<file path="src/rtl/alu_mc_nbit.sv">
// Multi-cycle, width-parametrised ALU with valid/ready handshakes on both sides,
// registered results and flags, and an iterative shift-add unsigned multiplier.
module alu_mc_nbit #(
  parameter int WIDTH = 8,
  parameter int SHW   = $clog2(WIDTH)
) (
  input  logic             clk,
  input  logic             rst,
  input  logic             in_valid,
  output logic             in_ready,
  input  logic [WIDTH-1:0] A,
  input  logic [WIDTH-1:0] B,
  input  logic [2:0]       ALU_Sel,
  output logic             out_valid,
  input  logic             out_ready,
  output logic [WIDTH-1:0] Out,
  output logic [WIDTH-1:0] Out_hi,
  output logic             Cout,
  output logic             Ovf,
  output logic             Zero,
  output logic             Neg
);

  typedef enum logic [1:0] {IDLE, MUL, DONE} state_t;

  localparam logic [2:0] OP_ADD = 3'b000;
  localparam logic [2:0] OP_SUB = 3'b001;
  localparam logic [2:0] OP_AND = 3'b010;
  localparam logic [2:0] OP_OR  = 3'b011;
  localparam logic [2:0] OP_XOR = 3'b100;
  localparam logic [2:0] OP_MUL = 3'b101;
  localparam logic [2:0] OP_SHR = 3'b110;
  localparam logic [2:0] OP_SHL = 3'b111;

  state_t             state;
  logic [WIDTH-1:0]   mcand;
  logic [2*WIDTH-1:0] prod;
  logic [SHW-1:0]     cnt;

  logic [WIDTH:0]     add_w, sub_w, shr_w, shl_w;
  logic [WIDTH-1:0]   res;
  logic               res_c, res_v;
  logic [WIDTH:0]     step_sum;
  logic [2*WIDTH-1:0] prod_next;

  // Single-cycle ops; the extra bit of each shift carries the last bit shifted out.
  always_comb begin
    add_w = {1'b0, A} + {1'b0, B};
    sub_w = {1'b0, A} - {1'b0, B};
    shr_w = {A, 1'b0} >> B[SHW-1:0];
    shl_w = {1'b0, A} << B[SHW-1:0];
    res   = '0;
    res_c = 1'b0;
    res_v = 1'b0;
    case (ALU_Sel)
      OP_ADD: begin
        res   = add_w[WIDTH-1:0];
        res_c = add_w[WIDTH];
        res_v = (A[WIDTH-1] == B[WIDTH-1]) && (add_w[WIDTH-1] != A[WIDTH-1]);
      end
      OP_SUB: begin
        res   = sub_w[WIDTH-1:0];
        res_c = sub_w[WIDTH];
        res_v = (A[WIDTH-1] != B[WIDTH-1]) && (sub_w[WIDTH-1] != A[WIDTH-1]);
      end
      OP_AND: res = A & B;
      OP_OR:  res = A | B;
      OP_XOR: res = A ^ B;
      OP_SHR: begin
        res   = shr_w[WIDTH:1];
        res_c = shr_w[0];
      end
      OP_SHL: begin
        res   = shl_w[WIDTH-1:0];
        res_c = shl_w[WIDTH];
      end
      default: ;
    endcase
  end

  // One shift-add step: multiplier sits in the low half and is consumed LSB first.
  always_comb begin
    step_sum  = {1'b0, prod[2*WIDTH-1:WIDTH]} + (prod[0] ? {1'b0, mcand} : '0);
    prod_next = {step_sum, prod[WIDTH-1:1]};
  end

  always_ff @(posedge clk or posedge rst) begin
    if (rst) begin
      state     <= IDLE;
      in_ready  <= 1'b1;
      out_valid <= 1'b0;
      Out       <= '0;
      Out_hi    <= '0;
      Cout      <= 1'b0;
      Ovf       <= 1'b0;
      Zero      <= 1'b0;
      Neg       <= 1'b0;
      mcand     <= '0;
      prod      <= '0;
      cnt       <= '0;
    end else begin
      case (state)
        IDLE: begin
          if (in_valid) begin
            in_ready <= 1'b0;
            if (ALU_Sel == OP_MUL) begin
              mcand <= A;
              prod  <= {{WIDTH{1'b0}}, B};
              cnt   <= '0;
              state <= MUL;
            end else begin
              Out       <= res;
              Out_hi    <= '0;
              Cout      <= res_c;
              Ovf       <= res_v;
              Zero      <= (res == '0);
              Neg       <= res[WIDTH-1];
              out_valid <= 1'b1;
              state     <= DONE;
            end
          end
        end
        MUL: begin
          prod <= prod_next;
          cnt  <= cnt + 1'b1;
          // The final step writes the finished product straight into the outputs.
          if (cnt == SHW'(WIDTH - 1)) begin
            Out       <= prod_next[WIDTH-1:0];
            Out_hi    <= prod_next[2*WIDTH-1:WIDTH];
            Cout      <= |prod_next[2*WIDTH-1:WIDTH];
            Ovf       <= 1'b0;
            Zero      <= (prod_next == '0);
            Neg       <= prod_next[WIDTH-1];
            out_valid <= 1'b1;
            state     <= DONE;
          end
        end
        DONE: begin
          if (out_ready) begin
            out_valid <= 1'b0;
            in_ready  <= 1'b1;
            state     <= IDLE;
          end
        end
        default: begin
          state     <= IDLE;
          in_ready  <= 1'b1;
          out_valid <= 1'b0;
        end
      endcase
    end
  end

endmodule

</file>
<file path="config.mk">
export PLATFORM = sky130hd
export DESIGN_NAME = alu_mc_nbit
export DESIGN_NICKNAME = d
export VERILOG_FILES = /design/src/rtl/alu_mc_nbit.sv
export SDC_FILE = /design/constraint.sdc
export NUM_CORES = 1
export LEC_CHECK = 0
export CAP_MARGIN = 20
export CORE_UTILIZATION = 23
export DETAILED_ROUTE_END_ITERATION = 12
export SLEW_MARGIN = 10
export SYNTH_ARGS = -nofsm -noshare
export SYNTH_HDL_FRONTEND = slang
export SYNTH_SLANG_ARGS = --single-unit
</file>
<file path="constraint.sdc">
create_clock -name clk -period 2.45 [get_ports clk]
set_input_delay 0.6125 -clock clk [delete_from_list [all_inputs] [get_ports clk]]
set_output_delay 0.6125 -clock clk [all_outputs]
set_load 0.05 [all_outputs]
</file>
==> out/qor.txt, run 1 <==
Status -> finished, violations left
Violated checks -> negative setup slack
Clock share of power -> 0.161
Max-cap violations -> 0
CP Depth -> 11
Reg2reg setup slack -> -70 ps
Row cnt -> 48
Clk_lat worst skew -> 290 ps
Worst-case reg-to-reg path depth -> 11
Worst Max-Slew Pin Slew -> 692 ps
Final setup viols -> 3
Yosys reg bits -> 50
1st-iter DRT viols -> 224
Ranking of synthesized cells by area -> dfrtp_1 (29%), ha_1 (10%), nand2_1 (5.5%)
Worst Setup EP -> Zero
First-pass GRT wire length -> 22700 um
CP arrival -> 2750 ps
Final Power -> 4.94 mW
Min-delay worst type -> reg2reg
Initial core utilization -> 0.238
Setup Skew -> 5.74 ps
Core area -> 17500 um2
Switching power -> 2.02 mW
Total GRT Usage -> 0.158
Synth unique cells -> 66
IO Pins -> 45
CTS Buffer Depth -> 2
Endpoints failing hold -> 0
Post-route DRC violation count -> 0
Final min period -> 2520 ps
Port Buf Inserts -> 44
P_leak -> 2.94 nW
Clock Pin Slew Worst Setup and Hold Paths -> 70 ps
Area of the die -> 18700 um2
Critical R2R Capture -> Zero
Worst path slowest cell -> or4_4
Comb power frac -> 0.553
Layout Cell Area excl Fill -> 6440 um2
Setup crit end kind -> flip-flop
Slew Limit Fails -> 0
Syn_nets -> 523
H-tree depth -> 2
Nature of the critical path startpoint -> flip-flop
PwrDens -> 767 nW/um2
Synth async-reset ratio -> 1.00
Root Driver -> clkbuf_16
GPL Wtd Cong -> 0.885
DP HPWL -> 11100 um
Worst Min Path Start -> Out_hi[4]
Vias per Instance -> 4.86
Avg WL per Cell -> 16.6 um
Syn_area_per_cell -> 9.03 um2
Num CTS Buffers -> 5
Area delta synth->final -> 54.3%
Post-route ant nets -> 0
CTS tree -> done
Clk sinks -> 50
GRT overflow -> 0
Antenna cells -> 0
FF-to-FF Start -> prod[0]
Share of cells above drive strength 1 -> 0.405
Post-synth top area cell -> dfrtp_1
Seq pwr share -> 0.286
Initial antenna violation count -> 0
Largest stage delay on the critical path -> 520 ps
Synth cell count leaders -> nand2_1 (61), dfrtp_1 (49), ha_1 (35), o21ai_0 (30), inv_1 (29)
Largest net degree at the start of global routing -> 51
Crit path buffers/inverters -> 1
CP max FO -> 5
Period utilization -> 1.03
# hold bufs at CTS -> 0
Power Internal -> 2.92 mW
Vias in the first global route -> 4362
Worst hold margin -> 474 ps
Nets -> 695
Detailed Routing Iterations Pass 1 -> 5
Maximum clock rate -> 0.397 GHz
CP Class -> reg2reg
Number of synthesized flops with an enable pin -> 0
Top-area cell type share of the netlist area -> 0.294
Register area share after synthesis -> 0.300
Post-DP Area -> 5840 um2
Yosys warnings -> 0
Sw Share -> 0.409
Slew margin rel. -> 0.537
Worst vdd ir -> 0.452 mV
Synth Cell Area -> 4170 um2
Post-Place Setup Slack -> -838 ps
Synth Instances -> 462
Crit-path cells -> and2_1, ha_2, inv_2, fa_2, nor2b_1, o21a_1, o21a_1, nor2_1, or4_4, o31ai_4, a31o_1
Top FF cell, synth -> dfrtp_1
Final Worst Setup Slack -> -70.4 ps
Die width -> 137 um
Via count -> 4181
Crit-path most repeated cell -> o21a_1
Die Ht -> 137 um
CP required -> 2680 ps
Final WL -> 14300 um
Most frequent cell after synthesis -> nand2_1
RSZ-0062 raised after global routing -> yes
Crit-path leading delay family -> simple AND/OR/NAND/NOR gates
Setup crit start -> prod[0]
power groups by stage:
stage	clock network [mW]	registers, mW	logic [mW]
detailed placement	0	1.43	2.46
CTS	0.806	1.42	2.63
global route	0.839	1.46	2.96
floorplan	0	1.70	1.16
global placement	0	1.42	2.41
finish	0.793	1.42	2.73
routing by layer:
metal	vias to the layer above	share of wire	GRT usage
met5	-	0	0
met4	0	0.024	0.0500
met3	21	0.035	0.0170
met2	92	0.47	0.265
met1	2038	0.47	0.211
li1	2030	-	-
what timing repair did:
item,CTS,global route
pin swaps,34,23
gates resized for setup,75,40
buffers inserted,7,12
setup endpoints to repair,13,23
gates cloned,0,0
kinds of logic after synthesis:
| kind of cell | synth area share |
|---|---|
| muxes | 0.115 |
| and+or+nand+nor | 0.156 |
| AOI/OAI and AO/OA | 0.234 |
| DFF | 0.300 |
| xor gates and xnor gates | 0.0126 |
| adders and majority gates | 0.119 |
| buffers and inverters | 0.0626 |
placed cells by master (no fill, tap or decap), drive strengths merged, types with 10 or more instances in the layout:
master         instances
ha                    35
o21ai                 31
mux2i                 21
buf                  151
nor3                  11
a22oi                 13
a21oi                 21
nor2                  27
nand2                 61
inv                   29
clkbuf                10
clkdlybuf4s50         29
mux2                  10
dfrtp                 49
stage by stage:
step,cells,TNS [ps],util
2_1_floorplan,462,-6.35,-
3_3_place_gp,834,-11750,0.333
3_5_place_dp,834,-11700,0.333
4_1_cts,849,-144,0.357
5_1_grt,860,-568,0.367
6_report,860,-135,0.367
state kept, by name, summed over array words and instances (netlist names), 2 cells and up:
name	cells
Out	8
mcand	8
cnt	3
state	2
prod	16
Out_hi	8
cell type report:
type | instances | area, um2
well taps | 225 | 282
repair buffers | 192 | 1610
multi-input cells | 355 | 3010
inverters | 30 | 129
fillers | 1787 | 11100
clock buffers | 6 | 129
clock inverters | 2 | 37.5
flip-flops and latches | 50 | 1250
tightest hold or removal path, cell delays in order (launching register included):
cell	delay [ps]
dfrtp_1	350
nand2_1	50
nand2_1	50
worst min path at each step:
stage                     depth (start not counted)  slack [ps]         to
after floorplan                                   2         450   prod[10]
after global placement                            2         460  Out_hi[0]
after detailed placement                          2         470  out_valid
after CTS                                         2         480  out_valid
after global routing                              2         510  Out_hi[4]
final                                             2         470  Out_hi[4]
Power figures use the tool's default switching activity.
==> run 2, diff against run 1 <==
- CAP_MARGIN: 20 -> 40
- CTS_BUF_LIST: not set -> sky130_fd_sc_hd__clkbuf_16
==> run 2 against run 1 <==
Clock skew unchanged. Final cell count unchanged. Worst hold slack unchanged. Critical path type unchanged. Sequential share of layout area unchanged. Critical endpoint unchanged. The flow still finishes with violations (negative setup slack). Global-route usage unchanged. First-iteration DRC count up 0.45%. Utilization unchanged.
==> out/qor.txt, run 2 (same netlist as run 1, synthesis figures left out) <==
Status -> finished, violations left
Violated checks -> negative setup slack
Endpoints failing hold -> 0
Detailed Routing Iterations Pass 1 -> 5
Worst vdd ir -> 0.452 mV
CP required -> 2680 ps
Core area -> 17500 um2
Vias in the first global route -> 4362
1st-iter DRT viols -> 225
Area of the die -> 18700 um2
PwrDens -> 766 nW/um2
GRT overflow -> 0
CP max FO -> 5
CP Depth -> 12
Sw Share -> 0.409
Worst path slowest cell -> dfrtp_1
Largest net degree at the start of global routing -> 51
Busiest grt layer -> met2
Clock share of power -> 0.160
Period utilization -> 1.03
DP HPWL -> 11100 um
Die Ht -> 137 um
Clk sinks -> 50
Num CTS Buffers -> 5
Largest register FFs -> 16
Final Core Density -> 0.367
Worst-case reg-to-reg path depth -> 12
Slew margin rel. -> 0.537
Nets -> 695
FF-to-FF Start -> prod[0]
Crit path buffers/inverters -> 2
Worst hold margin -> 474 ps
Worst Min Path Start -> Out_hi[4]
Clk_lat worst skew -> 290 ps
Max-cap violations -> 0
Nature of the critical path startpoint -> flip-flop
Die width -> 137 um
Most frequent cells in the layout -> buf_4 (133), nand2_1 (59), dfrtp_1 (49), clkdlybuf4s50_1 (29), o21ai_0 (24)
Final Worst Setup Slack -> -70.9 ps
P_leak -> 2.95 nW
Most common library cell in the layout ignoring fill and taps -> buf_4
Largest stage delay on the critical path -> 410 ps
Switching power -> 2.02 mW
Root Driver -> clkbuf_16
Final Power -> 4.94 mW
Final min period -> 2520 ps
Min-delay worst type -> reg2reg
WHS Endpoint -> Out_hi[4]
CP Class -> reg2reg
Share of cells above drive strength 1 -> 0.405
M3 GR Usage -> 0.0170
CTS tree -> done
Maximum clock rate -> 0.397 GHz
Setup crit end kind -> flip-flop
Vias per Instance -> 4.86
Row cnt -> 48
Post-route ant nets -> 0
Seq pwr share -> 0.287
Reg with most FFs -> prod
GPL Wtd Cong -> 0.885
Power Internal -> 2.92 mW
Clock Pin Slew Worst Setup and Hold Paths -> 70 ps
Final setup viols -> 3
Final WL -> 14300 um
Total GRT Usage -> 0.158
Comb power frac -> 0.553
Worst Max-Slew Pin Slew -> 692 ps
Avg WL per Cell -> 16.6 um
Initial core utilization -> 0.238
H-tree depth -> 2
Via count -> 4180
First-pass GRT wire length -> 22700 um
CP arrival -> 2750 ps
Critical R2R Capture -> Zero
Initial antenna violation count -> 0
Setup Skew -> 5.74 ps
Setup TNS -> -136 ps
Crit-path cells -> and2_1, ha_2, inv_2, fa_2, nor2b_1, o21a_1, buf_6, o211ai_1, a31oi_1, a211o_1, o31ai_4, a31o_1
Met2 usage -> 0.265
Reg2reg setup slack -> -70 ps
CTS Buffer Depth -> 2
RSZ-0062 raised after global routing -> yes
Hold Path Stages -> 2
Area delta synth->final -> 54.3%
# hold bufs at CTS -> 0
Port Buf Inserts -> 44
Post-route DRC violation count -> 0
Slew Limit Fails -> 0
Crit-path leading delay family -> compound AO/OA/AOI/OAI gates
GR Layer Usage met1 -> 0.211
IO Pins -> 45
Antenna cells -> 0
-- run 2: changes by cell type in the layout (fill, tap and decap cells not counted), sizes merged --
| cell | before | now |
|---|---|---|
| clkbuf | 10 | 9 |
| inv | 29 | 30 |
-- run 2: power by group through the flow --
stage / logic, mW / registers (mW) / clock network (mW)
after floorplan: 1.16 / 1.70 / 0
after global placement: 2.41 / 1.42 / 0
after detailed placement: 2.46 / 1.43 / 0
after CTS: 2.63 / 1.42 / 0.802
after global routing: 2.96 / 1.46 / 0.835
final: 2.73 / 1.42 / 0.789
-- run 2: worst register-to-register path: cells and delay by family, from the launching register on --
kind            cells  cell delay [ps]
fa+ha+maj           2              380
simple gates        2              200
flops               1              410
buf+inv             2              180
compound gates      6             1300
-- run 2: repair_timing --
action / 4_1_cts / 5_1_grt
cloned: 0 / 0
setup buffers: 7 / 12
setup endpoints to repair: 13 / 23
gates resized for setup: 75 / 40
pin swaps: 34 / 23
endpoints found under the hold margin: 0 / 0
-- run 2: cell type report --
cell class,count,area (um2)
Inverter,30,129
Timing Repair Buffer,192,1610
Fill cell,1787,11100
Clock inverter,3,41.3
Sequential cell,50,1250
Tap cell,225,282
Multi-Input combinational cell,355,3010
Clock buffer,5,125
-- run 2: layer usage --
metal / part of all wire / routed length [um] / vias to the layer above
li1: - / - / 2030
met4: 0.024 / 345 / 0
met3: 0.034 / 491 / 21
met1: 0.47 / 6670 / 2039
met5: 0 / 0 / -
met2: 0.47 / 6790 / 90
-- run 2: worst max path at each step --
stage,startpoint,endpoint
after floorplan,B[1],Zero
after global placement,B[0],Zero
after detailed placement,B[0],Zero
after CTS,A[0],Zero
after global routing,prod[0],Zero
final,prod[0],Zero
-- run 2: stage by stage --
stage                     std cells  worst slack (ps)  instance area, um2
final                           860             -70.9                6440
after floorplan                 462             -6.15                4310
after CTS                       849              -105                6260
after global routing            860              -209                6440
after detailed placement        834              -838                5840
after global placement          834              -819                5840
